===== src/rtl/icb_clk_align_multilane.sv =====
// icb_clk_align_multilane: sweeps each lane's ICB tap delay, finds its first good window and loads centre plus offset
module icb_clk_align_multilane #(
  parameter int NUM_LANES          = 4,
  parameter int TAP_CNT_WIDTH      = 8,
  parameter int TAP_WAIT_CNT_WIDTH = 3,
  parameter bit SKIP_TRNG          = 1'b0
) (
  input  logic                               SCLK,
  input  logic                               RESET,
  input  logic                               TRAIN_START,
  input  logic                               CLK_ALGN_RSTRT,
  input  logic                               CLK_ALGN_HOLD,
  input  logic                               CLK_ALGN_SKIP,
  input  logic [TAP_CNT_WIDTH-1:0]           TAP_OFFSET,
  input  logic [NUM_LANES-1:0]               IOD_EARLY,
  input  logic [NUM_LANES-1:0]               IOD_LATE,
  input  logic [NUM_LANES-1:0]               IOD_OOR,
  output logic [NUM_LANES-1:0]               CLK_ALGN_LOAD,
  output logic [NUM_LANES-1:0]               CLK_ALGN_MOV,
  output logic [NUM_LANES-1:0]               CLK_ALGN_DIR,
  output logic [NUM_LANES-1:0]               CLK_ALGN_CLR_FLGS,
  output logic [NUM_LANES*TAP_CNT_WIDTH-1:0] CLK_ALGN_TAPDLY,
  output logic                               TRAIN_DONE,
  output logic [NUM_LANES-1:0]               CLK_ALGN_ERR,
  output logic                               ALGN_PAUSE
);
  localparam int W  = TAP_CNT_WIDTH;
  localparam int LW = NUM_LANES > 1 ? $clog2(NUM_LANES) : 1;
  typedef enum logic [3:0] {IDLE, SKIPLD, CLR, LOAD0, WAIT, SAMPLE, MOVE, CALC, LOADC, NEXT, DONE} state_t;
  state_t                       state_q, state_d;
  logic                         ts_q;
  logic [LW-1:0]                lane_q, lane_d;
  logic [W-1:0]                 tap_q, tap_d, win_lo_q, win_lo_d, win_hi_q, win_hi_d, res_q, res_d;
  logic                         valid_q, valid_d, done_q, done_d, pause_q, pause_d;
  logic [TAP_WAIT_CNT_WIDTH-1:0] cnt_q, cnt_d;
  logic [NUM_LANES-1:0]         err_q, err_d, load_q, load_d, mov_q, mov_d, clr_q, clr_d;
  logic [NUM_LANES*W-1:0]       tapdly_q, tapdly_d;
  logic                         launch, skip, good;
  logic [NUM_LANES-1:0]         lane_mask;
  logic [W:0]                   sum;
  logic [W+1:0]                 adj;
  logic [W-1:0]                 sat;
  assign launch    = TRAIN_START & ~ts_q;
  assign skip      = CLK_ALGN_SKIP | SKIP_TRNG;
  assign good      = ~(IOD_EARLY[lane_q] | IOD_LATE[lane_q] | IOD_OOR[lane_q]);
  assign lane_mask = NUM_LANES'(1) << lane_q;
  assign sum       = {1'b0, win_lo_q} + {1'b0, win_hi_q};
  assign adj       = {2'b00, sum[W:1]} + {{2{TAP_OFFSET[W-1]}}, TAP_OFFSET};
  assign sat       = adj[W+1] ? '0 : adj[W] ? '1 : adj[W-1:0];
  // Next-state, window tracking and next pulse/tap values; HOLD freezes everything, RSTRT beats launch
  always_comb begin
    state_d  = state_q;
    lane_d   = lane_q;
    tap_d    = tap_q;
    win_lo_d = win_lo_q;
    win_hi_d = win_hi_q;
    valid_d  = valid_q;
    cnt_d    = cnt_q;
    res_d    = res_q;
    err_d    = err_q;
    done_d   = done_q;
    pause_d  = pause_q;
    load_d   = '0;
    mov_d    = '0;
    clr_d    = '0;
    tapdly_d = tapdly_q;
    if (!CLK_ALGN_HOLD) begin
      if (CLK_ALGN_RSTRT) begin
        state_d = CLR;
        lane_d  = '0;
        err_d   = '0;
        done_d  = 1'b0;
        pause_d = 1'b1;
      end else if (launch && (state_q == IDLE || state_q == DONE)) begin
        state_d = skip ? SKIPLD : CLR;
        lane_d  = '0;
        err_d   = '0;
        done_d  = 1'b0;
        pause_d = ~skip;
      end else begin
        case (state_q)
          SKIPLD: begin
            load_d   = '1;
            tapdly_d = {NUM_LANES{TAP_OFFSET}};
            done_d   = 1'b1;
            state_d  = DONE;
          end
          CLR: begin
            clr_d   = lane_mask;
            state_d = LOAD0;
          end
          LOAD0: begin
            load_d                    = lane_mask;
            tapdly_d[lane_q*W +: W]   = '0;
            tap_d                     = '0;
            valid_d                   = 1'b0;
            cnt_d                     = '0;
            state_d                   = WAIT;
          end
          WAIT: begin
            cnt_d   = cnt_q + 1'b1;
            state_d = &cnt_q ? SAMPLE : WAIT;
          end
          SAMPLE: begin
            win_lo_d = (good && !valid_q) ? tap_q : win_lo_q;
            win_hi_d = good ? tap_q : win_hi_q;
            valid_d  = valid_q | good;
            state_d  = ((!good && valid_q) || &tap_q) ? CALC : MOVE;
          end
          MOVE: begin
            mov_d                   = lane_mask;
            clr_d                   = lane_mask;
            tap_d                   = tap_q + 1'b1;
            tapdly_d[lane_q*W +: W] = tap_q + 1'b1;
            state_d                 = WAIT;
          end
          CALC: begin
            res_d         = valid_q ? sat : '0;
            err_d[lane_q] = err_q[lane_q] | ~valid_q;
            if (!valid_q) tapdly_d[lane_q*W +: W] = '0;
            state_d       = LOADC;
          end
          LOADC: begin
            load_d                  = lane_mask;
            tapdly_d[lane_q*W +: W] = res_q;
            state_d                 = NEXT;
          end
          NEXT: begin
            state_d = (lane_q == LW'(NUM_LANES - 1)) ? DONE : CLR;
            lane_d  = (lane_q == LW'(NUM_LANES - 1)) ? lane_q : lane_q + 1'b1;
            done_d  = (lane_q == LW'(NUM_LANES - 1));
            pause_d = (lane_q != LW'(NUM_LANES - 1));
          end
          default: state_d = state_q;
        endcase
      end
    end
  end
  // State, counters and registered outputs with asynchronous reset
  always_ff @(posedge SCLK or posedge RESET) begin
    if (RESET) begin
      state_q  <= IDLE;
      ts_q     <= 1'b0;
      lane_q   <= '0;
      tap_q    <= '0;
      win_lo_q <= '0;
      win_hi_q <= '0;
      valid_q  <= 1'b0;
      cnt_q    <= '0;
      res_q    <= '0;
      err_q    <= '0;
      done_q   <= 1'b0;
      pause_q  <= 1'b0;
      load_q   <= '0;
      mov_q    <= '0;
      clr_q    <= '0;
      tapdly_q <= '0;
    end else begin
      state_q  <= state_d;
      ts_q     <= TRAIN_START;
      lane_q   <= lane_d;
      tap_q    <= tap_d;
      win_lo_q <= win_lo_d;
      win_hi_q <= win_hi_d;
      valid_q  <= valid_d;
      cnt_q    <= cnt_d;
      res_q    <= res_d;
      err_q    <= err_d;
      done_q   <= done_d;
      pause_q  <= pause_d;
      load_q   <= load_d;
      mov_q    <= mov_d;
      clr_q    <= clr_d;
      tapdly_q <= tapdly_d;
    end
  end
  assign CLK_ALGN_LOAD     = load_q;
  assign CLK_ALGN_MOV      = mov_q;
  assign CLK_ALGN_DIR      = '1;
  assign CLK_ALGN_CLR_FLGS = clr_q;
  assign CLK_ALGN_TAPDLY   = tapdly_q;
  assign TRAIN_DONE        = done_q;
  assign CLK_ALGN_ERR      = err_q;
  assign ALGN_PAUSE        = pause_q;
endmodule


===== config.mk =====
export PLATFORM = sky130hd
export DESIGN_NAME = icb_clk_align_multilane
export DESIGN_NICKNAME = d
export VERILOG_FILES = /design/src/rtl/icb_clk_align_multilane.sv
export SDC_FILE = /design/constraint.sdc
export NUM_CORES = 1
export LEC_CHECK = 0
export ABC_AREA = 1
export CAP_MARGIN = 10
export CORE_MARGIN = 2
export CORE_UTILIZATION = 40
export DETAILED_ROUTE_END_ITERATION = 8
export GPL_ROUTABILITY_DRIVEN = 0
export GPL_TIMING_DRIVEN = 0
export SLEW_MARGIN = 20
export SYNTH_ARGS = -nofsm -noshare
export SYNTH_HDL_FRONTEND = slang
export SYNTH_SLANG_ARGS = --single-unit

===== constraint.sdc =====
create_clock -name SCLK -period 5.4 [get_ports SCLK]
set_input_delay 0.81 -clock SCLK [delete_from_list [all_inputs] [get_ports SCLK]]
set_output_delay 0.81 -clock SCLK [all_outputs]
set_load 0.01 [all_outputs]

==> results of run 1 <==
[worst max-delay path, stage by stage (launching register included)]
cell	delay [ns]
dfrtp_1	0.36
inv_1	0.06
fa_1	0.46
o21ai_0	0.42
a21oi_1	0.12
nor2_1	0.10
nor2_1	0.06
xor2_1	0.12
inv_1	0.05
ha_1	0.34
a21oi_1	0.29
o21a_1	0.19
nand3_1	0.08
nand2_1	0.20
nand2_1	0.09
nand3_1	0.08
nand2_1	0.05
[worst paths after layout]
kind / start / endpoint / slack, ns / depth (start not counted)
worst max-delay path: win_lo_q[1] / res_q[3] / 2.21 / 16
worst min-delay path: win_hi_q[0] / win_hi_q[0] / 0.49 / 2
worst max register to register: win_lo_q[1] / res_q[3] / 2.21 / 16
worst min register to register: win_hi_q[0] / win_hi_q[0] / 0.49 / 2
max in group asynchronous: RESET / CLK_ALGN_TAPDLY[0] / 3.97 / 3
min in group asynchronous: RESET / CLK_ALGN_LOAD[2] / 0.83 / 2
[per-stage QoR]
| step | power [uW] | util, % | cell area, sq um |
|---|---|---|---|
| final | 3760 | 49.6 | 7850 |
| after global routing | 4050 | 49.6 | 7850 |
| after CTS | 3750 | 49.6 | 7850 |
| after detailed placement | 3050 | 47.6 | 7530 |
| after global placement | 3040 | 47.4 | 7500 |
| after floorplan | 2300 | - | 6480 |
[final cells by class]
cell class / instances / area, sq um
buffer: 37 / 205
clock inverter: 5 / 75.1
timing repair buffer: 76 / 778
inverter: 104 / 395
multi-input combinational: 698 / 3560
tap: 216 / 270
clock buffer: 10 / 239
sequential: 93 / 2330
fill: 1613 / 7980
[power by group]
part	internal (uW)	switching, uW	total (uW)
clock	413	274	687
combinational	721	1250	1980
sequential	902	196	1100
total	2040	1720	3760
[metal layers]
layer,global-route usage [%],share of wire [%],up-vias
met5,0,0,-
met2,36.6,43,251
met3,5.02,7.4,37
li1,-,-,3232
met4,8.70,2.6,0
met1,33.8,47,2971
[cells in the final DEF (no fill, tap or decap), types with 3 or more instances in the layout]
cell type,netlist,layout
o22ai_1,11,11
buf_6,3,3
o211ai_1,4,4
nand2_2,5,5
buf_2,8,8
nor2_1,92,92
o21ai_0,72,72
xor2_1,7,7
ha_1,24,24
inv_2,5,5
nor2_4,4,4
a21oi_1,35,35
o21bai_1,5,5
buf_4,9,9
clkbuf_16,0,9
clkinv_2,0,3
o21ai_1,10,10
clkbuf_1,15,15
a31oi_1,5,5
xnor2_1,5,5
or2_2,6,6
clkdlybuf4s50_1,0,75
nor3_1,9,9
dfrtp_1,93,93
inv_1,98,97
nand4_1,17,17
conb_1,1,4
nor2_2,8,8
nand3_1,120,120
nand2_1,233,233
[state kept, by name, indices dropped and copies added (netlist names), 3 cells and up]
signal,cells
CLK_ALGN_TAPDLY,32
res_q,8
tap_q,8
win_hi_q,8
win_lo_q,8
CLK_ALGN_CLR_FLGS,4
CLK_ALGN_ERR,4
CLK_ALGN_LOAD,4
CLK_ALGN_MOV,4
state_q,4
cnt_q,3
[kinds of logic (layout without fill, tap and decap cells)]
kind of cell | count (synthesis) | in the layout
flops | 93 | 93
compound gates | 153 | 153
buf+inv | 141 | 232
simple gates | 503 | 503
xor+xnor | 12 | 12
fa+ha+maj | 26 | 26
other cells | 1 | 4
==> results.ini, run 1 <==
[outcome]
run_status = complete, no violations

[clocking]
cts_resized = 0
hold_buffers = 0
clkTransAtPathRegs_ns = 0.07
post_cts_buffers = 0
tritoncts = built
clock_sinks = 93
clk_latency_ns = 0.36
h-tree-depth = 3
cts_root_buf = clkbuf_16
clock_path_buffers = 2
cts_buffers = 9

[timing]
period_needed_ns = 3.19
finalHoldViolCount = 0
whs_ns = 0.490
fmax_ghz = 0.313
tns_ns = 0
layout_setup_ws_ns = 2.21
worst_slew_pin_slew_ns = 0.618
maxSlewHeadroom_pct = 58.8
fin_crit_sh_pct = 59.1
setup_viol = 0
finalClockSkew_ns = 0.00575
rsz0062_at_grt = no
slew_viol_final = 0

[synthesis]
synth_area_per_cell_sq_um = 6.96
yosysMostFrequentCell = nand2_1
yosysWarningCount = 0
syn_inst = 929
synth_compound_gate_area_share_pct = 13.2
synth-edff-count = 0
yosysSeqAreaShare_pct = 36.0
yosysTopAreaCell = dfrtp_1
ys_types = 44
synth_area_leaders = dfrtp_1 (36%), nand2_1 (14%), nand3_1 (9.3%)
synth_flop_cell = dfrtp_1
synth_top_family_by_area = simple AND/OR/NAND/NOR gates
async_flop_share_pct = 100
synthesis.area_sq_um = 6470
synth_top_area_share_pct = 36.0
yosys.area_share.simple_pct = 34.7
synth-seq-cells = 93
synthAdderAreaFrac_pct = 5.26
synthXorXnorAreaFrac_pct = 1.63
ys_top_cells_by_count = nand2_1 (233), nand3_1 (120), inv_1 (98)
synth.area.mux_share_pct = 0

[floorplanning]
pin_count = 80
row_count = 46
dieArea_sq_um = 17200
initial_core_util_pct = 40.9
core_sq_um = 15800
chipHeight_um = 131
die_x_um = 131

[grt]
grt_use_total_pct = 24.0
grt_max_degree = 52
grt_pass1_vias = 6052
antenna_found_initial = 0
overflow = 0
grt_first_pass_wirelength_um = 32900

[finish]
syn_to_final_growth_pct = 21.3
nets = 1071
fin_cells = 1239
diodes = 0
drive_gt1_share_pct = 7.43

[hold_path]
hold_path_class = reg -> reg

[routing]
vias = 6491
dr.pass1.iters = 5
first_iter_violations = 511
route.antenna.remaining_nets = 0
drcViolationCount = 0
viasPerCell = 5.24
wirelength_um = 20400
wl_per_cell_um = 16.4

[pwr]
p_leak_uw = 0.00371
vdd_drop_max_uv = 210
p_per_area_nw_per_um2 = 479

[critical_path]
cp.arrival_ns = 3.44
crit_fanout = 8
end_kind = flop
startpoint_type = flop
crit_required_ns = 5.65
crit_type = reg -> reg

[placed_design]
place_inst = 1224
dpl.hpwl_um = 15700
place_ws_ns = 2.19
portBuffers = 75

[flow_run]
cap_violations = 0

Note: power is estimated with default switching activity, not from simulation.
==> run 2: changes to the inputs <==
- clock period: 5.4 -> 2.64 ns (I/O delays scaled with it)
==> results.ini, run 2 (same netlist as run 1, synthesis figures left out) <==
[flow_run]
cap_violations = 0  ; unchanged

[finish]
nets = 1079  ; +0.75%
fin_cells = 1248  ; +0.73%
largest_reg_flops = 32  ; unchanged
layout_common_cells = nand2_1 (227), nand3_1 (120), inv_1 (96)
mostFrequentLayoutCell = nand2_1
syn_to_final_growth_pct = 26.1
register_area_sq_um = 2330  ; unchanged
fillers = 1582  ; -1.9%
diodes = 0  ; unchanged
multi_input_area_sq_um = 3770  ; +6.1%
drive_gt1_share_pct = 11.5  ; +4.1 points
final_area_sq_um = 8150  ; +3.9%

[clocking]
clk_latency_ns = 0.36  ; about the same
clock_path_buffers = 2  ; unchanged
cts_root_buf = clkbuf_16
h-tree-depth = 3  ; unchanged
cts_buffers = 9  ; unchanged
clock_sinks = 93  ; unchanged
clkTransAtPathRegs_ns = 0.07  ; about the same
tritoncts = built

[floorplanning]
dieArea_sq_um = 17200  ; unchanged
die_x_um = 131  ; unchanged
chipHeight_um = 131  ; unchanged
pin_count = 80  ; unchanged
core_sq_um = 15800  ; unchanged
initial_core_util_pct = 40.9  ; unchanged
row_count = 46  ; unchanged

[critical_path]
rrSetupSlack_ns = 0.04  ; -2.17 ns
r2r_cells = 13  ; -3
cp-startpoint = win_lo_q[5]
startpoint_type = flop
crit_required_ns = 2.94  ; -2.71 ns
end_kind = flop
cp.arrival_ns = 2.90  ; -0.54 ns
crit_type = reg -> reg
crit_fanout = 8  ; unchanged
r2r_start = win_lo_q[5]

[pwr]
p_sw_uw = 3600  ; +110%
p_leak_uw = 0.00376  ; +1.3%
switching_share_pct = 46.2  ; +0.35 points
pwr-share-comb_pct = 53.4  ; +0.9 points
p_seq_share_pct = 28.9  ; -0.3 points
vdd_drop_max_uv = 388  ; +85%
p_clk_share_pct = 17.7  ; -0.6 points
internal_power_uw = 4200  ; +110%
p_per_area_nw_per_um2 = 957  ; +100%

[timing]
finalClockSkew_ns = 0.00809  ; +0.00234 ns
rsz0062_at_grt = yes
fmax_ghz = 0.384  ; +23%
period_needed_ns = 2.60  ; -0.588 ns
layout_setup_ws_ns = 0.0372  ; -2.17 ns
fin_crit_sh_pct = 98.6  ; +39 points
worst_slew_pin_slew_ns = 0.671  ; +0.0533 ns
finalHoldViolCount = 0  ; unchanged
setup_viol = 0  ; unchanged
maxSlewHeadroom_pct = 55.2  ; -3.6 points
whs_ns = 0.411  ; -0.0786 ns
slew_viol_final = 0  ; unchanged

[grt]
overflow = 0  ; unchanged
grt_pass1_vias = 6222  ; +2.8%
antenna_found_initial = 0  ; unchanged
grt_first_pass_wirelength_um = 33900  ; +2.8%
grt_max_degree = 31  ; -40%
grt_use_total_pct = 24.6  ; +0.60 points

[routing]
first_iter_violations = 550  ; +7.6%
wirelength_um = 21200  ; +3.9%
viasPerCell = 5.35  ; +2.2%
vias = 6681  ; +2.9%
dr.pass1.iters = 6  ; +1
drcViolationCount = 0  ; unchanged
wl_per_cell_um = 17.0  ; +3.1%
route.antenna.remaining_nets = 0  ; unchanged

[placed_design]
postPlaceCellArea_sq_um = 7580  ; +0.61%
place_ws_ns = -0.366  ; -2.56 ns
dpl.hpwl_um = 16100  ; +2.5%
portBuffers = 75  ; unchanged
place_inst = 1226  ; +0.16%

[outcome]
run_status = complete, no violations

[hold_path]
hold_path_class = in -> async

-- run 2: changes by cell type in the layout (fill, tap and decap cells not counted), sizes merged --
cell	change
buf	+10
bufinv	-1
clkinvlp	+2
clkbuf	+1
inv	-1
clkinv	-2
-- run 2: through the flow --
step	TNS, ns	power [uW]	util (%)
after detailed placement	-2.79	6260	47.9
final	0	7800	51.5
after floorplan	0	4710	-
after global placement	-2.73	6220	47.5
after global routing	-0.967	8350	51.5
after CTS	0	7700	50.5
-- run 2: layout make-up --
type | instances | share of cell area (%)
multi-input combinational | 698 | 46.3
sequential | 93 | 28.5
timing repair buffer | 86 | 10.8
inverter | 104 | 4.83
clock buffer | 13 | 3.31
tap | 216 | 3.31
buffer | 35 | 2.42
clock inverter | 3 | 0.522
-- run 2: timing repair --
action	in CTS	in global routing
pin swaps	3	9
buffers inserted	2	6
hold endpoints to repair	0	0
cloned	0	0
hold buffers	0	0
resized for setup	16	26
setup endpoints to repair	8	40
-- run 2: critical path, cell delays in order, from the launching register on --
cell and delay (ns):
dfrtp_1 0.39, ha_1 0.33, inv_1 0.11, nor3_2 0.18, nand2_1 0.08, o311ai_2 0.08, xor2_1 0.18, ha_2 0.33
a21o_1 0.20, a21oi_2 0.17, nand4_1 0.18, nand2_4 0.15, nand3_1 0.09, nand2_1 0.09
-- run 2: path summary, 6_finish.rpt --
path	end
setup / recovery	res_q[3]
hold / removal	valid_q
setup reg to reg	res_q[3]
hold reg to reg	cnt_q[0]
max in group asynchronous	CLK_ALGN_TAPDLY[1]
min in group SCLK	cnt_q[0]
-- run 2: metal layers --
metal | vias up | GRT usage [%] | wire (um)
li1 | 3243 | - | -
met3 | 49 | 4.21 | 1460
met4 | 0 | 8.45 | 750
met5 | - | 0 | 0
met1 | 3126 | 34.6 | 9650
met2 | 263 | 38.5 | 9300
-- run 2: power groups by stage --
stage	Combinational (uW)	Clock [uW]	Sequential [uW]
floorplan	2410	0	2300
global placement	3960	0	2260
detailed placement	4000	0	2260
CTS	4050	1400	2250
global route	4580	1450	2310
finish	4160	1380	2260
==> run 3: changes to the inputs <==
- MAX_ROUTING_LAYER: unset -> met4
==> results.ini, run 3 (same netlist as run 1, synthesis figures left out) <==
[placed_design]
postPlaceCellArea_sq_um = 7580  ; unchanged
dpl.hpwl_um = 16100  ; unchanged
portBuffers = 75  ; unchanged

[timing]
finalClockSkew_ns = 0.00939  ; +0.00131 ns
tns_ns = -0.0108  ; -0.0108 ns
setup_viol = 3  ; +3
maxSlewHeadroom_pct = 55.9  ; +0.64 points
fin_crit_sh_pct = 100  ; +1.6 points
whs_ns = 0.414  ; +0.00261 ns
worst_slew_pin_slew_ns = 0.662  ; -0.00960 ns
slew_viol_final = 0  ; unchanged
fmax_ghz = 0.378  ; -1.6%
rsz0062_at_grt = yes
finalHoldViolCount = 0  ; unchanged
layout_setup_ws_ns = -0.00612  ; -0.0433 ns
period_needed_ns = 2.65  ; +0.0433 ns

[routing]
viasPerCell = 5.36  ; +0.11%
route.antenna.remaining_nets = 0  ; unchanged
drcViolationCount = 0  ; unchanged
first_iter_violations = 573  ; +4.2%
vias = 6683  ; +0.030%
dr.pass1.iters = 7  ; +1
wl_per_cell_um = 17.1  ; +0.64%
wirelength_um = 21300  ; +0.56%

[pwr]
p_leak_uw = 0.00376  ; -0.23%
pwr-share-comb_pct = 53.4  ; about the same
switching_share_pct = 46.3  ; +0.090 points
p_clk_share_pct = 17.7  ; about the same
internal_power_uw = 4190  ; about the same
p_per_area_nw_per_um2 = 960  ; +0.38%
vdd_drop_max_uv = 389  ; +0.18%
p_seq_share_pct = 28.9  ; about the same
p_sw_uw = 3610  ; +0.30%

[clocking]
h-tree-depth = 3  ; unchanged
clock_sinks = 93  ; unchanged
clock_path_buffers = 2  ; unchanged
cts_root_buf = clkbuf_16
hold_buffers = 0  ; unchanged
clkTransAtPathRegs_ns = 0.07  ; about the same
clk_latency_ns = 0.36  ; about the same
tritoncts = built
cts_buffers = 9  ; unchanged

[finish]
drive_gt1_share_pct = 11.4  ; -0.086 points
multi_input_area_sq_um = 3760  ; -0.40%
mostFrequentLayoutCell = nand2_1
register_area_sq_um = 2330  ; unchanged
nets = 1078  ; -0.093%
largest_reg_flops = 32  ; unchanged
diodes = 0  ; unchanged
final_area_sq_um = 8130  ; -0.28%
fillers = 1589  ; +0.44%
layout_common_cells = nand2_1 (227), nand3_1 (119), inv_1 (96)
syn_to_final_growth_pct = 25.7

[hold_path]
hold_path_class = in -> async

[grt]
grt_max_degree = 31  ; unchanged
antenna_found_initial = 0  ; unchanged
overflow = 0  ; unchanged
grt_use_total_pct = 25.4  ; +0.77 points
grt_pass1_vias = 6209  ; -0.21%
grt_first_pass_wirelength_um = 33800  ; about the same

[critical_path]
end_kind = flop
crit_type = reg -> reg
crit_fanout = 8  ; unchanged
cp.arrival_ns = 2.94  ; +0.04 ns
r2r_cells = 11  ; -2
startpoint_type = flop
crit_required_ns = 2.94  ; about the same

[outcome]
run_status = finished with violations
violations = setup timing

[floorplanning]
row_count = 46  ; unchanged
die_x_um = 131  ; unchanged
pin_count = 80  ; unchanged
dieArea_sq_um = 17200  ; unchanged
core_sq_um = 15800  ; unchanged
chipHeight_um = 131  ; unchanged
initial_core_util_pct = 40.9  ; unchanged

[flow_run]
cap_violations = 0  ; unchanged

## run 3: cell count changes in the layout (fill, tap and decap cells not counted)
cell	before	now
buf_4	17	16
ha_2	3	4
ha_4	8	7
nand3_1	120	119
nand3_2	0	1
o311ai_1	0	1
o311ai_2	1	0
or2_2	5	6
or2_4	1	0
## run 3: power groups by stage
stage          registers [uW]  clock network, uW  logic [uW]
2_1_floorplan            2300                  0        2410
3_3_place_gp             2260                  0        3960
3_5_place_dp             2260                  0        4000
4_1_cts                  2250               1400        4050
5_1_grt                  2310               1460        4580
6_report                 2260               1380        4170
## run 3: routing by layer
layer,part of all wire (%),track usage (%),routed length [um],up-vias
met4,2.6,7.73,557,0
met2,44,38.4,9450,251
met3,6.4,4.48,1370,39
met5,0,-,0,-
li1,-,-,-,3241
met1,47,35.0,9900,3152
## run 3: layout make-up
type / instances / share of cell area (%)
plain buffers: 35 / 2.43
clock buffers: 13 / 3.32
clock inverters: 3 / 0.523
inverters: 104 / 4.85
multi-input cells: 698 / 46.2
flip-flops and latches: 93 / 28.6
well taps: 216 / 3.32
repair buffers: 85 / 10.7
## run 3: per-stage QoR
step                worst slack [ns]  cells  power (uW)  util [%]
floorplan                    0.00945    932        4710         -
global placement              -0.358   1223        6220      47.5
detailed placement            -0.366   1226        6260      47.9
CTS                           0.0110   1244        7700      50.5
global route                  -0.190   1247        8350      51.4
finish                      -0.00612   1247        7810      51.4
## run 3: worst max-delay path: stages (launching register included)
cell	delay, ns
dfrtp_1	0.40
ha_1	0.33
inv_1	0.10
o311ai_1	0.35
xor2_1	0.19
ha_2	0.33
a21o_1	0.20
a21oi_2	0.17
nand4_1	0.19
nand2_4	0.16
nand3_1	0.10
nand2_1	0.09
## run 3: final timing paths
kind,startpoint,endpoint,slack [ns]
min,RESET,valid_q,0.41
max in group asynchronous,RESET,CLK_ALGN_TAPDLY[1],1.57
max reg2reg,win_lo_q[5],res_q[4],-0.006
min reg2reg,cnt_q[0],cnt_q[0],0.49
max,win_lo_q[5],res_q[4],-0.006
min in group SCLK,cnt_q[0],cnt_q[0],0.49
## run 3: timing repair
item,4_1_cts,5_1_grt
buffers inserted,2,5
pin swaps,3,7
gates resized for setup,16,25
setup endpoints to repair,8,40
